File: config.mk
export PLATFORM = sky130hd
export DESIGN_NAME = spi_flash_stream
export DESIGN_NICKNAME = d
export VERILOG_FILES = /design/src/rtl/spi_flash_stream.sv
export SDC_FILE = /design/constraint.sdc
export NUM_CORES = 1
export LEC_CHECK = 0
export ABC_AREA = 1
export BUFFER_PORTS_ARGS = -buffer_cell sky130_fd_sc_hd__clkbuf_2
export CORE_MARGIN = 5
export CORE_UTILIZATION = 45
export DETAILED_ROUTE_END_ITERATION = 6
export GPL_ROUTABILITY_DRIVEN = 0
export GPL_TIMING_DRIVEN = 0
export PLACE_DENSITY = 0.72
export SYNTH_ARGS = -nofsm -noshare
export SYNTH_HDL_FRONTEND = slang
export SYNTH_SLANG_ARGS = --single-unit
File: constraint.sdc
create_clock -name clk -period 5.4 [get_ports clk]
set_input_delay 0.27 -clock clk [delete_from_list [all_inputs] [get_ports clk]]
set_output_delay 0.27 -clock clk [all_outputs]
set_load 0.05 [all_outputs]
File: src/rtl/spi_flash_stream.sv
// spi_flash_stream: wakes an SPI flash from deep power-down, then streams READ (0x03) bursts as DATA_WIDTH words
//   clk, reset               system clock, synchronous active-high reset
//   start/start_addr/word_count  request, accepted only while ready
//   ready, busy, done        idle-and-awake, transfer in progress, end-of-request pulse
//   data/valid/out_ready     single-stage output stream
//   spi_cs/spi_sclk/spi_mosi/spi_miso  mode-0 flash pins
module spi_flash_stream #(
  parameter int DATA_WIDTH  = 16,
  parameter int CLK_DIV     = 1,
  parameter int WAKE_CYCLES = 48,
  parameter int CS_HIGH_MIN = 4
) (
  input  logic                  clk,
  input  logic                  reset,
  input  logic                  start,
  input  logic [23:0]           start_addr,
  input  logic [15:0]           word_count,
  output logic                  ready,
  output logic                  busy,
  output logic [DATA_WIDTH-1:0] data,
  output logic                  valid,
  input  logic                  out_ready,
  output logic                  done,
  output logic                  spi_cs,
  output logic                  spi_sclk,
  output logic                  spi_mosi,
  input  logic                  spi_miso
);
  typedef enum logic [2:0] {WAKE_CMD, WAKE_WAIT, IDLE, CMD, DATA, STALL, CS_GAP} state_t;
  localparam int DVW = CLK_DIV > 1 ? $clog2(CLK_DIV) : 1;
  localparam logic [DVW-1:0] DIV_END = DVW'(CLK_DIV - 1);
  localparam logic [7:0] DAT_END = 8'(DATA_WIDTH - 1);
  localparam logic [15:0] WAKE_END = 16'(WAKE_CYCLES - 1);
  localparam logic [15:0] GAP_END = 16'(CS_HIGH_MIN - 1);
  state_t state_q, state_d;
  logic cs_q, cs_d, sclk_q, sclk_d, valid_q, valid_d, zdone_q, zdone_d;
  logic [DVW-1:0] div_q, div_d;
  logic [7:0] bit_q, bit_d;
  logic [15:0] cnt_q, cnt_d, pend_q, pend_d, rem_q, rem_d;
  logic [31:0] tx_q, tx_d;
  logic [DATA_WIDTH-1:0] rx_q, rx_d, data_q, data_d, rx_next;
  logic tick, run, rise, fall, accept;
  always_comb begin
    state_d = state_q;
    cs_d    = cs_q;
    sclk_d  = sclk_q;
    div_d   = div_q;
    bit_d   = bit_q;
    cnt_d   = cnt_q;
    tx_d    = tx_q;
    rx_d    = rx_q;
    data_d  = data_q;
    valid_d = valid_q;
    pend_d  = pend_q;
    rem_d   = rem_q;
    zdone_d = 1'b0;
    tick    = div_q == DIV_END;
    // SCLK only runs while CS is low; in DATA it stops once no words remain to shift,
    // and in STALL it is allowed to finish its high phase so it parks low
    run     = !cs_q && (state_q == WAKE_CMD || state_q == CMD ||
              (state_q == DATA && (pend_q != 16'd0 || sclk_q)) || (state_q == STALL && sclk_q));
    rise    = run && tick && !sclk_q;
    fall    = run && tick && sclk_q;
    accept  = valid_q && out_ready;
    rx_next = {rx_q[DATA_WIDTH-2:0], spi_miso};
    if (run) begin
      div_d  = tick ? '0 : div_q + 1'b1;
      sclk_d = sclk_q ^ tick;
    end
    if (fall) tx_d = {tx_q[30:0], 1'b0};
    if (accept) begin
      valid_d = 1'b0;
      rem_d   = rem_q - 16'd1;
    end
    case (state_q)
      WAKE_CMD: begin
        if (cs_q) cs_d = 1'b0;
        else if (fall) begin
          bit_d = bit_q + 8'd1;
          if (bit_q == 8'd7) begin
            bit_d   = '0;
            cs_d    = 1'b1;
            cnt_d   = '0;
            state_d = WAKE_WAIT;
          end
        end
      end
      WAKE_WAIT: begin
        cnt_d = cnt_q + 16'd1;
        if (cnt_q == WAKE_END) state_d = IDLE;
      end
      IDLE: begin
        if (start && word_count != 16'd0) begin
          tx_d    = {8'h03, start_addr};
          pend_d  = word_count;
          rem_d   = word_count;
          cs_d    = 1'b0;
          div_d   = '0;
          bit_d   = '0;
          state_d = CMD;
        end else if (start) zdone_d = 1'b1;
      end
      CMD: begin
        if (fall) begin
          bit_d = bit_q + 8'd1;
          if (bit_q == 8'd31) begin
            bit_d   = '0;
            state_d = DATA;
          end
        end
      end
      DATA: begin
        if (rise) begin
          rx_d  = rx_next;
          bit_d = bit_q + 8'd1;
          if (bit_q == DAT_END) begin
            bit_d  = '0;
            pend_d = pend_q - 16'd1;
            if (!valid_q || out_ready) begin
              data_d  = rx_next;
              valid_d = 1'b1;
            end else state_d = STALL;
          end
        end
        if (accept && rem_q == 16'd1) begin
          state_d = CS_GAP;
          cs_d    = 1'b1;
          sclk_d  = 1'b0;
          div_d   = '0;
          cnt_d   = '0;
        end
      end
      STALL: begin
        // completed word waits in rx_q; it moves out as soon as the register frees
        if (accept) begin
          data_d  = rx_q;
          valid_d = 1'b1;
          state_d = DATA;
        end
      end
      CS_GAP: begin
        cnt_d = cnt_q + 16'd1;
        if (cnt_q == GAP_END) state_d = IDLE;
      end
      default: state_d = WAKE_CMD;
    endcase
  end
  always_ff @(posedge clk) begin
    if (reset) begin
      state_q <= WAKE_CMD;
      cs_q    <= 1'b1;
      sclk_q  <= 1'b0;
      div_q   <= '0;
      bit_q   <= '0;
      cnt_q   <= '0;
      tx_q    <= {8'hAB, 24'h0};
      rx_q    <= '0;
      data_q  <= '0;
      valid_q <= 1'b0;
      pend_q  <= '0;
      rem_q   <= '0;
      zdone_q <= 1'b0;
    end else begin
      state_q <= state_d;
      cs_q    <= cs_d;
      sclk_q  <= sclk_d;
      div_q   <= div_d;
      bit_q   <= bit_d;
      cnt_q   <= cnt_d;
      tx_q    <= tx_d;
      rx_q    <= rx_d;
      data_q  <= data_d;
      valid_q <= valid_d;
      pend_q  <= pend_d;
      rem_q   <= rem_d;
      zdone_q <= zdone_d;
    end
  end
  assign ready    = state_q == IDLE;
  assign busy     = state_q == CMD || state_q == DATA || state_q == STALL || state_q == CS_GAP;
  assign done     = zdone_q || (state_q == CS_GAP && cnt_q == GAP_END);
  assign data     = data_q;
  assign valid    = valid_q;
  assign spi_cs   = cs_q;
  assign spi_sclk = sclk_q;
  assign spi_mosi = tx_q[31] & ~cs_q;
endmodule

## Word level (Yosys, flattened, before mapping)

Cells that the tools add are included.

| operators by class | value |
|---|---|
| eq/ne operators | 28 |
| mux-type cells | 64 |
| multiply operators | 0 |
| div/mod/pow operators | 0 |
| reduce and logical (&&, ||, !) cells | 39 |
| shifts and indexed selects | 0 |
| add/subtract/negate cells | 5 |
| bitwise operators | 5 |
| $lt $le $gt $ge | 0 |

Operators by type and width:

| kind | number |
|---|---|
| 2-to-1 mux 16 bit | 14 |
| 2-to-1 mux 32 bit | 3 |
| 2-to-1 mux 8 bit | 8 |
| one-hot mux 16 bit (2 select lines) | 2 |
| one-hot mux 16 bit (3 select lines) | 1 |
| 2-to-1 mux 3 bit | 13 |
| one-hot mux 8 bit (4 select lines) | 1 |
| nonzero test 16 bit | 2 |
| subtractor 16 x 1 -> 16 bit, second input constant | 2 |
| one-hot mux 3 bit (7 select lines) | 1 |
| inequality test 2 bit, second input constant | 10 |
| 2-to-1 mux 1 bit | 18 |
| adder 16 x 1 -> 16 bit, second input constant | 1 |
| == test 16 x 1 -> 1 bit, second input constant | 1 |
| == test 16 x 2 -> 1 bit, second input constant | 1 |
| == test 16 x 6 -> 1 bit, second input constant | 1 |
| AND reduction 12 bit | 1 |
| logical AND 1 bit | 10 |
| AND reduction 5 bit | 2 |
| == test 3 bit, second input constant | 3 |
| logical OR 1 bit | 9 |
| inequality test 3 bit, second input constant | 3 |
| adder 8 x 1 -> 8 bit, second input constant | 1 |
| == test 8 x 3 -> 1 bit, second input constant | 1 |
| 22 further kinds | 32 |

| storage, ports and cells | value |
|---|---|
| bits in registers | 128 |
| bits in latches | 0 |
| input port bits | 45 |
| output and inout bits | 23 |
| logic and storage cells | 154 |
| bits in read-only memories | 0 |
| RAM bits | 0 |
| memories | 0 |

## Logic depth before layout (Yosys ltp)

Gate-level depths: netlist (run 1).

| logic depth | value |
|---|---|
| depth in word-level cells | 11 |
| gate-level depth with buffers | 18 |
| depth with buffers taken out | 17 |

## Worst setup path after synthesis (run 1)

Ideal clock, no wire load.

| timing path | value |
|---|---|
| path type | flip-flop to flip-flop |
| from | register valid_q (netlist: valid) |
| to | register rem_q[13] |
| slack | 3.230 ns |
| clock period less this slack | 2.170 ns |
| arrival | 2.056 ns |
| library setup time | 0.114 ns |
| cell stages (with the launch flop) | 11 |
| required time | 5.286 ns |
| buffers on the path | 0 |
| cells stage by stage | dfxtp_1 > nand2_1 > nor2_1 > nand2_1 > nor2_1 > nand2_1 > or2_2 > nor3_1 > xor2_1 > o21bai_1 > inv_1 |

| on the way | value |
|---|---|
| word-level cells in the longest chain between the ends | 4 |

Ends and longest elaborated chain:

| item | RTL line | source |
|---|---|---|
| from (decl) | 36 | `logic cs_q, cs_d, sclk_q, sclk_d, valid_q, valid_d, zdone_q, zdone_d;` |
| from (signal assigned) | 173 | `valid_q <= valid_d;` |
| logical AND 1 bit (*) | 64 | `accept = valid_q && out_ready;` |
| 2-to-1 mux 16 bit (*) | 71 | `if (accept) begin` |
| 2-to-1 mux 16 bit | 93 | `if (start && word_count != 16'd0) begin` |
| 2-to-1 mux 16 bit (*) | 75 | `case (state_q)` |
| to (signal assigned) | 175 | `rem_q <= rem_d;` |
| to (decl) | 39 | `logic [15:0] cnt_q, cnt_d, pend_q, pend_d, rem_q, rem_d;` |

Every way passes the cells marked *; elsewhere a longest branch is shown, timed or not.
A chain may end at the register's enable or synchronous reset.

## Worst setup path in the final report (run 1)

| timing path | value |
|---|---|
| from | register state_q[2] |
| to | register tx_q[14] |

| on the way | value |
|---|---|
| word-level cells in the longest chain between the ends | 10 |
| elaborated cells on any way between the ends | 16 |
| those cells by class | 4 x eq/ne; 3 x mux; 9 x reduce/logical |

Ends and longest elaborated chain:

| item | RTL line | source |
|---|---|---|
| from (decl) | 35 | `state_t state_q, state_d;` |
| from (signal assigned) | 164 | `state_q <= state_d;` |
| == test 3 x 2 -> 1 bit, or another cell as far along | 60 | `run = !cs_q && (state_q == WAKE_CMD \|\| state_q == CMD \|\|` |
| logical OR 1 bit or logical AND 1 bit (tied branches) | 60, 61 |  |
| logical OR 1 bit | 60 |  |
| logical OR 1 bit | 61 | `(state_q == DATA && (pend_q != 16'd0 \|\| sclk_q)) \|\| (state_q == STALL && sclk_q));` |
| logical AND 1 bit | 60 |  |
| logical AND 1 bit (2 in a row) | 63 | `fall = run && tick && sclk_q;` |
| 2-to-1 mux 32 bit | 70 | `if (fall) tx_d = {tx_q[30:0], 1'b0};` |
| 2-to-1 mux 32 bit | 93 |  |
| 2-to-1 mux 32 bit (*) | 75 |  |
| to (signal assigned) | 156 | `tx_q <= {8'hAB, 24'h0};` |
| to (signal assigned) | 170 | `tx_q <= tx_d;` |
| to (decl) | 40 | `logic [31:0] tx_q, tx_d;` |

Marks and branches as above.

==> results of run 1 <==
==> cells in the mapped netlist, types with 13 or more instances <==
master | number | area (µm²)
nor3_1 | 13 | 65.1
nand4_1 | 26 | 163
inv_1 | 101 | 379
xor2_1 | 13 | 114
nand2_1 | 177 | 664
nand3_1 | 68 | 340
nor2_1 | 125 | 469
o21ai_1 | 14 | 70.1
clkbuf_1 | 28 | 105
o21ai_0 | 127 | 636
a21oi_1 | 87 | 435
dfxtp_1 | 128 | 2560
==> cell families after synthesis <==
family | Yosys count
buf+inv | 152
fa+ha+maj | 6
simple gates | 440
flops | 128
xor+xnor | 19
compound gates | 251
==> per-stage QoR <==
step	instances	util	setup slack [ps]	hold WS [ps]
finish	1277	0.537	3070	76.3
global route	1277	0.537	2800	93.0
CTS	1277	0.537	3100	74.6
detailed placement	1247	0.497	3100	439
global placement	1247	0.497	3130	431
floorplan	996	-	3230	396
==> critical path: stages (launching register included) <==
cell      delay (ps)
dfxtp_1          450
nor2_1           110
nand2_1          210
inv_2            110
nand2_1          330
nand2_1          220
inv_1            200
clkbuf_1         310
o21ai_0          140
o21ai_0          170
==> registers in the layout, indices dropped and copies added, names as in the netlist <==
name,flops
valid,1
tx_q,32
spi_sclk,1
cnt_q,16
pend_q,16
state_q,3
spi_cs,1
bit_q,8
data,16
rem_q,16
div_q,1
zdone_q,1
rx_q,16
==> report_power, final <==
group          leakage (nW)  switching (W)  internal (W)
clock network         0.292       0.000401      0.000732
logic                  2.00      0.0000723     0.0000381
registers              1.04      0.0000105      0.000964
==> layout by cell type, fill, tap and decap left out, types with 5 or more instances in the layout <==
master     instances
a21oi_1           87
buf_2             12
clkbuf_1          30
clkbuf_16         17
clkbuf_2          67
clkbuf_8           5
dfxtp_1          128
ha_1               6
inv_1            101
inv_2              5
nand2_1          177
nand2_2            5
nand3_1           68
nand4_1           26
nor2_1           125
nor3_1            13
o21ai_0          127
o21ai_1           14
or2_2             10
xnor2_1            6
xor2_1            13
==> final cells by class <==
class,instances,area (µm²)
repair buffers,67,335
clock inverters,6,80.1
plain buffers,44,195
clock buffers,24,502
well taps,184,230
flip-flops and latches,128,2560
fillers,1445,6730
multi-input cells,716,3500
inverters,108,405
==> layer usage <==
| metal | vias to the layer above | share of wire | wire (µm) |
|---|---|---|---|
| met3 | 35 | 0.057 | 984 |
| met4 | 0 | 0.022 | 382 |
| met2 | 174 | 0.46 | 7950 |
| li1 | 3480 | - | - |
| met1 | 3073 | 0.46 | 8060 |
| met5 | - | 0 | 0 |
==> final timing paths <==
kind,endpoint,slack [ps],depth (start not counted)
max,tx_q[14]$_SDFF_PP0_,3070,9
min,tx_q[9]$_SDFF_PP0_,80,3
max reg2reg,tx_q[14]$_SDFF_PP0_,3070,9
min reg2reg,tx_q[30]$_SDFF_PP0_,440,2
==> results by group, run 1 <==
Route
  – Vias per cell: 5.30
  – ANT nets after route: 0
  – Residual DRC: 0
  – Final wirelength: 17400 µm
  – Vias after detailed routing: 6762
  – Wire per inst: 13.6 µm
  – Iteration-0 DRC Markers: between 400 and 500
  – DR pass1 iterations: 6

Worst setup path
  – Worst r2r src: state_q[2]$_SDFFE_PP0P_
  – Critical path required time: approximately 5700 ps
  – CP Capture Type: flop
  – CP max FO: 10
  – WP data arrival: 2680 ps
  – Startpoint Class: flop
  – Setup crit start: state_q[2]$_SDFFE_PP0P_
  – WS Path Type: reg2reg

STA
  – Final setup fails: 0
  – Final period util: 0.432
  – Fin Setup TNS: 0 ps
  – Minimum clock period: 2330 ps
  – Skew final: 7.29 ps
  – Slew @ Worst Pin: 580 ps
  – RSZ-0062 raised after global routing: false
  – Final Hold Vio Count: 0
  – Relative slew slack: 0.613
  – Max Clock Freq: 0.429 GHz
  – Max-slew violation count: 0

Clock tree
  – Clk buf depth: 2
  – TritonCTS clock tree: yes
  – Sink Count: 128
  – Clock latency on the worst-skew pair: 420 ps
  – Htree depth: 4
  – # resized after CTS: 0
  – Clock root cell: clkbuf_16
  – Num CTS Buffers: 17
  – Post-CTS Setup Bufs: 0
  – Clk pin slew, worst setup/hold paths: 50 ps
  – Hold-fix buffers at CTS: 0

Logic synthesis
  – Post-synth EDFFs: 0
  – Distinct cells, synth: 38
  – Yosys reg bits: roughly 130
  – Largest family of logic cells by synthesized area: simple AND/OR/NAND/NOR gates
  – Synth warnings: 0
  – Syn Nets: 1047
  – XOR/XNOR share of the synthesized area: 0.0250
  – Seq/Total Area, Yosys: 0.385
  – Simple-gate share of the synthesized area: 0.292
  – Synth async-reset ratio: 0
  – Syn Inst Count: ~1000
  – Syn_area_per_cell: 6.69 µm²
  – Post-Syn Area: roughly 6700 µm²
  – Post-synth top flop: dfxtp_1
  – Mux share of post-synthesis cell area: 0
  – Post-synthesis compound-gate area fraction: 0.197
  – Synth Area in Adders: 0.0113

Floorplan
  – Core Area: between 10000 and 15000 µm²
  – # IOs: roughly 70
  – Num rows: 44
  – Initial Util: 0.458
  – Die height: between 100 and 150 µm
  – Die footprint: roughly 17000 µm²
  – Die W: 132 µm

Power and ir drop
  – Pwr Total: between 0.002 and 0.0025 W
  – Worst ir drop on vdd: between 0.0002 and 0.00025 V
  – P per Cell Area: 284 nW/µm²
  – Pleak: 3.33 nW

GRT
  – Overall global routing resource usage: 0.199
  – Met1 usage: 0.257
  – Vias in the first global route: between 6000 and 7000
  – Maximum number of pins on one net before global-route repair: 17
  – Met2 Use GR: 0.324
  – First-pass GRT wire length: 29100 µm
  – Antenna violations before repair: 0
  – Top Usage Layer GRT: met2
  – Remaining Overflow, GRT: 0
  – GR Util met3: 0.0474

Worst hold path
  – Worst Hold Class: in2reg
  – Min-delay src: start_addr[9]

Final layout
  – Area Overhead vs Synth: 17.2%
  – Final nets: 1133
  – Design area: approximately 7800 µm²
  – Inserted Diodes: 0
  – Proportion of layout cells with a drive suffix above 1: 0.130

Placed design
  – Number of port buffers: 67
  – DP Area: ~7200 µm²
  – Post-detail-place hpwl: 12700 µm

Flow run
  – Max Cap Viol: 0

Run status
  – Run status: finished clean
Note: power is estimated with default switching activity, not from simulation.
==> run 2: changes to the inputs <==
- ABC_AREA: 1 -> 0
- clock period: 5.4 -> 2.2 ns (I/O delays scaled with it)
==> run 2 against run 1 <==
Effect of this change: the run now ends with negative setup slack left; synthesized area down 2.2%; critical path depth is 2 lower; largest cell class unchanged; non-clock buffer count is 63 higher; count of clock-buffer cells in the layout down 5; largest power group unchanged; setup slack got worse by 3200 ps; critical path type unchanged; final cell count fell by 10%.
==> results by group, run 2 <==
Run status
  – Run status: finished, violations left (was finished clean)
  – Failing checks: negative setup slack

Logic synthesis
  – Top-count cell post-synth: dfxtp_1 (was nand2_1)
  – Syn Nets: 862 (was 1047)
  – Seq/Total Area, Yosys: 0.393 (was 0.385)
  – Top-area cell type share of the netlist area: 0.393 (was 0.385)
  – Syn Inst Count: 811 (was 996)
  – Syn_area_per_cell: 8.03 µm² (was 6.69 µm²)
  – Distinct cells, synth: 63 (was 38)
  – Synth warnings: 0 (unchanged)
  – Commonest cells post-synth: dfxtp_1, nor2_1, nand2_1 (was nand2_1, dfxtp_1, o21ai_0)
  – Post-Syn Area: 6510 µm² (was 6660 µm²)
  – Yosys reg bits: 128 (unchanged)
  – Post-synth top flop: dfxtp_1 (unchanged)
  – Synth top area cells: dfxtp_1, mux2i_1, a211oi_1 (was dfxtp_1, nand2_1, o21ai_0)
  – Post-synth EDFFs: 0 (unchanged)
  – Synth async-reset ratio: 0 (unchanged)
  – Synth area leader: dfxtp_1 (unchanged)

GRT
  – Maximum number of pins on one net before global-route repair: 17 (unchanged)
  – First-pass GRT wire length: 29300 µm (was 29100 µm)
  – Vias in the first global route: 5970 (was 6269)
  – Overall global routing resource usage: 0.217 (was 0.199)
  – Antenna violations before repair: 0 (unchanged)
  – Remaining Overflow, GRT: 0 (unchanged)

STA
  – Skew final: 4.70 ps (was 7.29 ps)
  – Relative slew slack: 0.499 (was 0.613)
  – Slew @ Worst Pin: 751 ps (was 580 ps)
  – Final setup fails: 20 (was 0)
  – Final period util: 1.05 (was 0.432)
  – Minimum clock period: 2310 ps (was 2330 ps)
  – Setup WS post-layout: -112 ps (was 3070 ps)
  – Final Hold Vio Count: 0 (unchanged)
  – Max-slew violation count: 0 (unchanged)
  – Worst Hold Margin: 7.80 ps (was 76.3 ps)
  – RSZ-0062 raised after global routing: true (was false)
  – Max Clock Freq: 0.433 GHz (was 0.429 GHz)

Worst hold path
  – Hold path depth: 3 (unchanged)
  – Min-delay src: word_count[14] (was start_addr[9])
  – Hold EP: rem_q[14]$_SDFF_PP0_ (was tx_q[9]$_SDFF_PP0_)
  – Worst Hold Class: in2reg (unchanged)

Route
  – Iteration-0 DRC Markers: 538 (was 415)
  – Final wirelength: 19200 µm (was 17400 µm)
  – DR pass1 iterations: 7 (was 6)
  – ANT nets after route: 0 (unchanged)
  – Vias after detailed routing: 6670 (was 6762)
  – Vias per cell: 5.82 (was 5.30)
  – Residual DRC: 0 (unchanged)
  – Wire per inst: 16.8 µm (was 13.6 µm)

Worst setup path
  – Critical path required time: 2510 ps (was 5740 ps)
  – CP max FO: 5 (was 10)
  – CP Capture Type: flop (unchanged)
  – Worst r2r src: bit_q[4]$_SDFFE_PP0P_ (was state_q[2]$_SDFFE_PP0P_)
  – Reg-to-reg slack, setup: -110 ps (was 3070 ps)
  – WS Path Type: reg2reg (unchanged)
  – Worst R2R Path Depth: 7 (was 9)
  – Startpoint Class: flop (unchanged)
  – WP data arrival: 2620 ps (was 2680 ps)
  – Reg2reg end: state_q[1]$_SDFFE_PP0P_ (was tx_q[14]$_SDFF_PP0_)

Placed design
  – Number of port buffers: 67 (unchanged)
  – Post-detail-place hpwl: 12700 µm (about the same)
  – Placed insts: 1062 (was 1247)
  – DP Worst Slack: -791 ps (was 3100 ps)

Clock tree
  – TritonCTS clock tree: yes (unchanged)
  – Clock root cell: clkbuf_16 (unchanged)
  – Clock latency on the worst-skew pair: 420 ps (about the same)
  – Sink Count: 128 (unchanged)
  – Clk buf depth: 2 (unchanged)
  – Htree depth: 4 (unchanged)
  – Num CTS Buffers: 17 (unchanged)
  – Clk pin slew, worst setup/hold paths: 60 ps (was 50 ps)

Power and ir drop
  – P per Cell Area: 640 nW/µm² (was 284 nW/µm²)
  – Pwr Total: 0.00555 W (was 0.00222 W)
  – Worst ir drop on vdd: 0.000550 V (was 0.000235 V)
  – Pleak: 3.33 nW (about the same)

Floorplan
  – Num rows: 44 (unchanged)
  – Die height: 130 µm (was 132 µm)
  – Die W: 130 µm (was 132 µm)
  – Core Area: 14400 µm² (was 14500 µm²)
  – Initial Util: 0.453 (was 0.458)
  – Die footprint: 17000 µm² (was 17300 µm²)
  – # IOs: 68 (unchanged)

Flow run
  – Max Cap Viol: 0 (unchanged)

Final layout
  – Fillers: 1254 (was 1445)
  – Largest Register: tx_q (unchanged)
  – Proportion of layout cells with a drive suffix above 1: 0.235 (was 0.130)
  – Layout Utilization: 0.604 (was 0.537)
  – Count of non-filler cells in the finished layout: 1146 (was 1277)
  – Commonest non-fill, non-tap cell in the layout: dfxtp_1 (was nand2_1)
  – Final nets: 1000 (was 1133)
  – Most frequent cells in the layout: dfxtp_1, nor2_1, nand2_1 (was nand2_1, dfxtp_1, o21ai_0)
  – Max reg flops: 32 (unchanged)
  – Area Overhead vs Synth: 33.2% (was 17.2%)
  – Inserted Diodes: 0 (unchanged)
run 2: cell types whose count changed after synthesis, moves of 9 or more:
cell / change
inv_1: -94
nand2_1: -87
o21ai_0: -86
a211oi_1: +51
mux2i_1: +47
nand3_1: -33
a21oi_1: -22
nand4_1: -20
nor2_1: -18
clkbuf_1: +14
nor4_1: +14
o21ai_1: -12
or3_1: +10
and3_1: +9
run 2: critical path, stage by stage, from the launching register on:
cell     delay, ps
dfxtp_4        360
or4_4          530
or3_4          380
buf_6          140
o21a_1         190
o32ai_4        290
a21oi_2         90
a31o_2         230
run 2: repair_timing:
action | 4_1_cts | 5_1_grt
cloned | 1 | 1
buffers inserted | 13 | 13
endpoints found under the setup margin | 115 | 101
endpoints found under the hold margin | 28 | 0
hold buffers | 28 | 0
resized for setup | 56 | 77
pin swaps | 19 | 22
run 2: where the power goes:
group          internal (W)  total [W]  leakage (nW)  switching [W]
clock               0.00184    0.00289         0.300        0.00105
sequential          0.00233    0.00235          1.04      0.0000134
combinational      0.000133   0.000316          1.99       0.000183
total               0.00431    0.00555          3.33        0.00125
run 2: cell families after synthesis:
family,share of synthesized area
buffers and inverters,0.0382
XOR/XNOR,0.0350
AND/OR/NAND/NOR,0.235
flip-flops,0.393
adder cells (fa/ha/maj),0.0115
multiplexers,0.0722
AO/OA/AOI/OAI,0.214
run 2: area by class of cell:
type                            count  area (µm²)  share of cell area
Clock inverter                     13         160              0.0185
Sequential cell                   128        2570               0.297
Clock buffer                       19         453              0.0522
Inverter                            8        33.8             0.00389
Tap cell                          184         230              0.0265
Buffer                             51         278              0.0320
Multi-Input combinational cell    620        4100               0.472
Timing Repair Buffer              123         851              0.0981
run 2: metrics by stage:
step / area (µm²) / TNS, ps
4_1_cts: 8320 / -2140
3_3_place_gp: 7120 / -33400
3_5_place_dp: 7120 / -33630
5_1_grt: 8680 / -4210
2_1_floorplan: 6550 / -225
6_report: 8680 / -1040
run 2: layer usage:
layer,vias to the layer above,global-route usage,routed length [µm]
met5,-,0,0
met4,0,0.0960,473
met3,45,0.0467,1380
met2,245,0.333,8990
met1,3150,0.292,8360
li1,3230,-,-
run 2: worst max-delay path by stage:
stage / from / endpoint / slack (ps)
3_5_place_dp: state_q[2]$_SDFFE_PP0P_ / pend_q[11]$_SDFFE_PP0P_ / -790
4_1_cts: bit_q[4]$_SDFFE_PP0P_ / cnt_q[12]$_SDFFE_PP0P_ / -150
2_1_floorplan: bit_q[4]$_SDFFE_PP0P_ / cnt_q[13]$_SDFFE_PP0P_ / -40
6_report: bit_q[4]$_SDFFE_PP0P_ / state_q[1]$_SDFFE_PP0P_ / -110
3_3_place_gp: state_q[2]$_SDFFE_PP0P_ / pend_q[11]$_SDFFE_PP0P_ / -790
5_1_grt: bit_q[4]$_SDFFE_PP0P_ / data[3]$_SDFFE_PP0P_ / -190
==> run 3: changes to the inputs <==
- CTS_CLUSTER_DIAMETER: not set -> 100
- clock period: 2.2 -> 2.9 ns (I/O delays scaled with it)
==> run 3 against run 2 <==
Effect of this change: the run now ends clean; count of clock-buffer cells in the layout increased by 1; final area decreased by 9.3%; worst hold slack improved by 5.1 ps; maximum frequency decreased by 15%; flip-flop and latch count unchanged; power decreased by 24%; core utilization decreased by 5.6 points; final cell count decreased by 3.4%; combinational power decreased by 36%; sequential power decreased by 24%; clock skew increased by 1.2 ps; routed wire length decreased by 7.1%; critical endpoint is now pend_q[2]$_SDFFE_PP0P_.
==> results by group, run 3 (synthesized netlist as in run 2, its figures left out) <==
GRT
  – Vias in the first global route: 5788 (was 5970)
  – Antenna violations before repair: 0 (unchanged)
  – Remaining Overflow, GRT: 0 (unchanged)
  – Overall global routing resource usage: 0.210 (was 0.217)
  – First-pass GRT wire length: 28600 µm (was 29300 µm)
  – Maximum number of pins on one net before global-route repair: 17 (unchanged)

Route
  – Iteration-0 DRC Markers: 503 (was 538)
  – Wire per inst: 16.1 µm (was 16.8 µm)
  – Vias after detailed routing: 6332 (was 6670)
  – Final wirelength: 17800 µm (was 19200 µm)
  – DR pass1 iterations: 5 (was 7)
  – DRT met1 WL: 8210 µm (was 8360 µm)
  – Residual DRC: 0 (unchanged)
  – ANT nets after route: 0 (unchanged)
  – Highest Signal Layer: met4 (unchanged)
  – Met3 WL: 1250 µm (was 1380 µm)
  – Vias per cell: 5.72 (was 5.82)
  – Met2 Wirelength: 8020 µm (was 8990 µm)

Worst setup path
  – CP max FO: 10 (was 5)
  – Crit path max-delay family: buffers and inverters (was simple AND/OR/NAND/NOR gates)
  – CP Capture Type: flop (unchanged)
  – Buf/Inv on CP: 3 (was 1)
  – WS Path Type: reg2reg (unchanged)
  – Startpoint Class: flop (unchanged)
  – WP data arrival: 3040 ps (was 2620 ps)
  – CP max stage delay: 430 ps (was 530 ps)
  – Crit-path cells: buf_2 -> clkinv_1 -> nor2_4 -> nand3_1 -> a2bb2oi_1 -> clkbuf_1 -> nand2_1 -> a21oi_1 (was or4_4 -> or3_4 -> buf_6 -> o21a_1 -> o32ai_4 -> a21oi_2 -> a31o_2)
  – Worst path slowest cell: clkbuf_1 (was or4_4)
  – Critical path required time: 3240 ps (was 2510 ps)

Worst hold path
  – Worst Hold Class: in2reg (unchanged)

Clock tree
  – Sink Count: 128 (unchanged)
  – Clk buf depth: 2 (unchanged)
  – Post-CTS Setup Bufs: 0 (was 13)
  – TritonCTS clock tree: yes (unchanged)
  – Num CTS Buffers: 17 (unchanged)
  – Clock root cell: clkbuf_16 (unchanged)
  – Htree depth: 4 (unchanged)
  – Clk pin slew, worst setup/hold paths: 60 ps (about the same)
  – Clock latency on the worst-skew pair: 420 ps (about the same)

Final layout
  – Max reg flops: 32 (unchanged)
  – Layout Utilization: 0.548 (was 0.604)
  – Area Overhead vs Synth: 20.8% (was 33.2%)
  – Final nets: 961 (was 1000)
  – Largest Register: tx_q (unchanged)
  – Count of non-filler cells in the finished layout: 1107 (was 1146)
  – Most frequent cells in the layout: dfxtp_1, nor2_1, nand2_1 (unchanged)
  – Commonest non-fill, non-tap cell in the layout: dfxtp_1 (unchanged)
  – Proportion of layout cells with a drive suffix above 1: 0.137 (was 0.235)
  – Inserted Diodes: 0 (unchanged)

STA
  – Skew final: 5.85 ps (was 4.70 ps)
  – Relative slew slack: 0.493 (was 0.499)
  – Slew @ Worst Pin: 760 ps (was 751 ps)
  – RSZ-0062 raised after global routing: false (was true)
  – Worst Hold Margin: 12.9 ps (was 7.80 ps)
  – Max Clock Freq: 0.370 GHz (was 0.433 GHz)
  – Final Hold Vio Count: 0 (unchanged)
  – Minimum clock period: 2700 ps (was 2310 ps)
  – Final setup fails: 0 (was 20)
  – Setup WS post-layout: 195 ps (was -112 ps)
  – Final period util: 0.933 (was 1.05)
  – Max-slew violation count: 0 (unchanged)

Floorplan
  – # IOs: 68 (unchanged)
  – Die height: 130 µm (unchanged)
  – Num rows: 44 (unchanged)
  – Core Area: 14400 µm² (unchanged)
  – Die W: 130 µm (unchanged)
  – Initial Util: 0.453 (unchanged)
  – Die footprint: 17000 µm² (unchanged)

Power and ir drop
  – Worst ir drop on vdd: 0.000430 V (was 0.000550 V)
  – P per Cell Area: 534 nW/µm² (was 640 nW/µm²)
  – Pleak: 3.00 nW (was 3.33 nW)

Flow run
  – Max Cap Viol: 0 (unchanged)

Placed design
  – Placed insts: 1062 (unchanged)
  – Post-detail-place hpwl: 12700 µm (about the same)
  – DP Worst Slack: -139 ps (was -791 ps)
  – Number of port buffers: 67 (unchanged)

Run status
  – Run status: finished clean (was finished, violations left)
## run 3: changes by cell type in the layout (fill, tap and decap cells not counted), moves of 6 or more
cell / previous run / this run
a21oi_1: 59 / 65
dfxtp_1: 121 / 128
clkbuf_1: 23 / 39
dlygate4sd3_1: 28 / 13
buf_4: 25 / 1
buf_6: 8 / 0
clkbuf_2: 76 / 70
clkbuf_4: 6 / 0
dfxtp_2: 6 / 0
## run 3: metrics by stage
step | power (W) | TNS [ps] | area [µm²]
after floorplan | 0.00192 | 0 | 6510
after global placement | 0.00200 | -1460 | 7080
after detailed placement | 0.00200 | -1260 | 7080
after CTS | 0.00423 | 0 | 7840
after global routing | 0.00434 | 0 | 7870
final | 0.00420 | 0 | 7870
## run 3: layer usage
metal	vias to the layer above	GRT usage
met5	-	0
met4	0	0.0685
met3	30	0.0503
met2	220	0.326
met1	2939	0.288
li1	3143	-
## run 3: worst paths after layout
| kind | cells past startpoint | from | slack, ps | end |
|---|---|---|---|---|
| worst max-delay path | 8 | state_q[2]$_SDFFE_PP0P_ | 200 | pend_q[2]$_SDFFE_PP0P_ |
| worst min-delay path | 3 | start_addr[8] | 10 | tx_q[8]$_SDFF_PP0_ |
| worst max register to register | 8 | state_q[2]$_SDFFE_PP0P_ | 200 | pend_q[2]$_SDFFE_PP0P_ |
| worst min register to register | 2 | tx_q[24]$_SDFF_PP1_ | 470 | tx_q[24]$_SDFF_PP1_ |
## run 3: report_power, final
group	internal (W)	leakage, nW	switching (W)
sequential	0.00177	1.03	0.00000862
clock	0.00142	0.295	0.000797
combinational	0.0000754	1.67	0.000126
## run 3: cell type report
| cell class | instances | area (µm²) |
|---|---|---|
| fill | 1354 | 6500 |
| timing repair buffer | 80 | 465 |
| buffer | 55 | 223 |
| clock buffer | 20 | 467 |
| inverter | 8 | 30.0 |
| tap | 184 | 230 |
| multi-input combinational | 620 | 3740 |
| clock inverter | 12 | 156 |
| sequential | 128 | 2560 |
## run 3: worst register-to-register path: cells and delay by family, from the launching register on
family	cells	cell delay (ps)
buf+inv	3	1020
simple gates	3	680
compound gates	2	560
flops	1	360
## run 3: timing repair
| item | in CTS | in global routing |
|---|---|---|
| resized for setup | 2 | 11 |
| hold buffers | 13 | 0 |
| endpoints found under the setup margin | 14 | 43 |
| hold endpoints to repair | 13 | 0 |
| cloned | 0 | 0 |
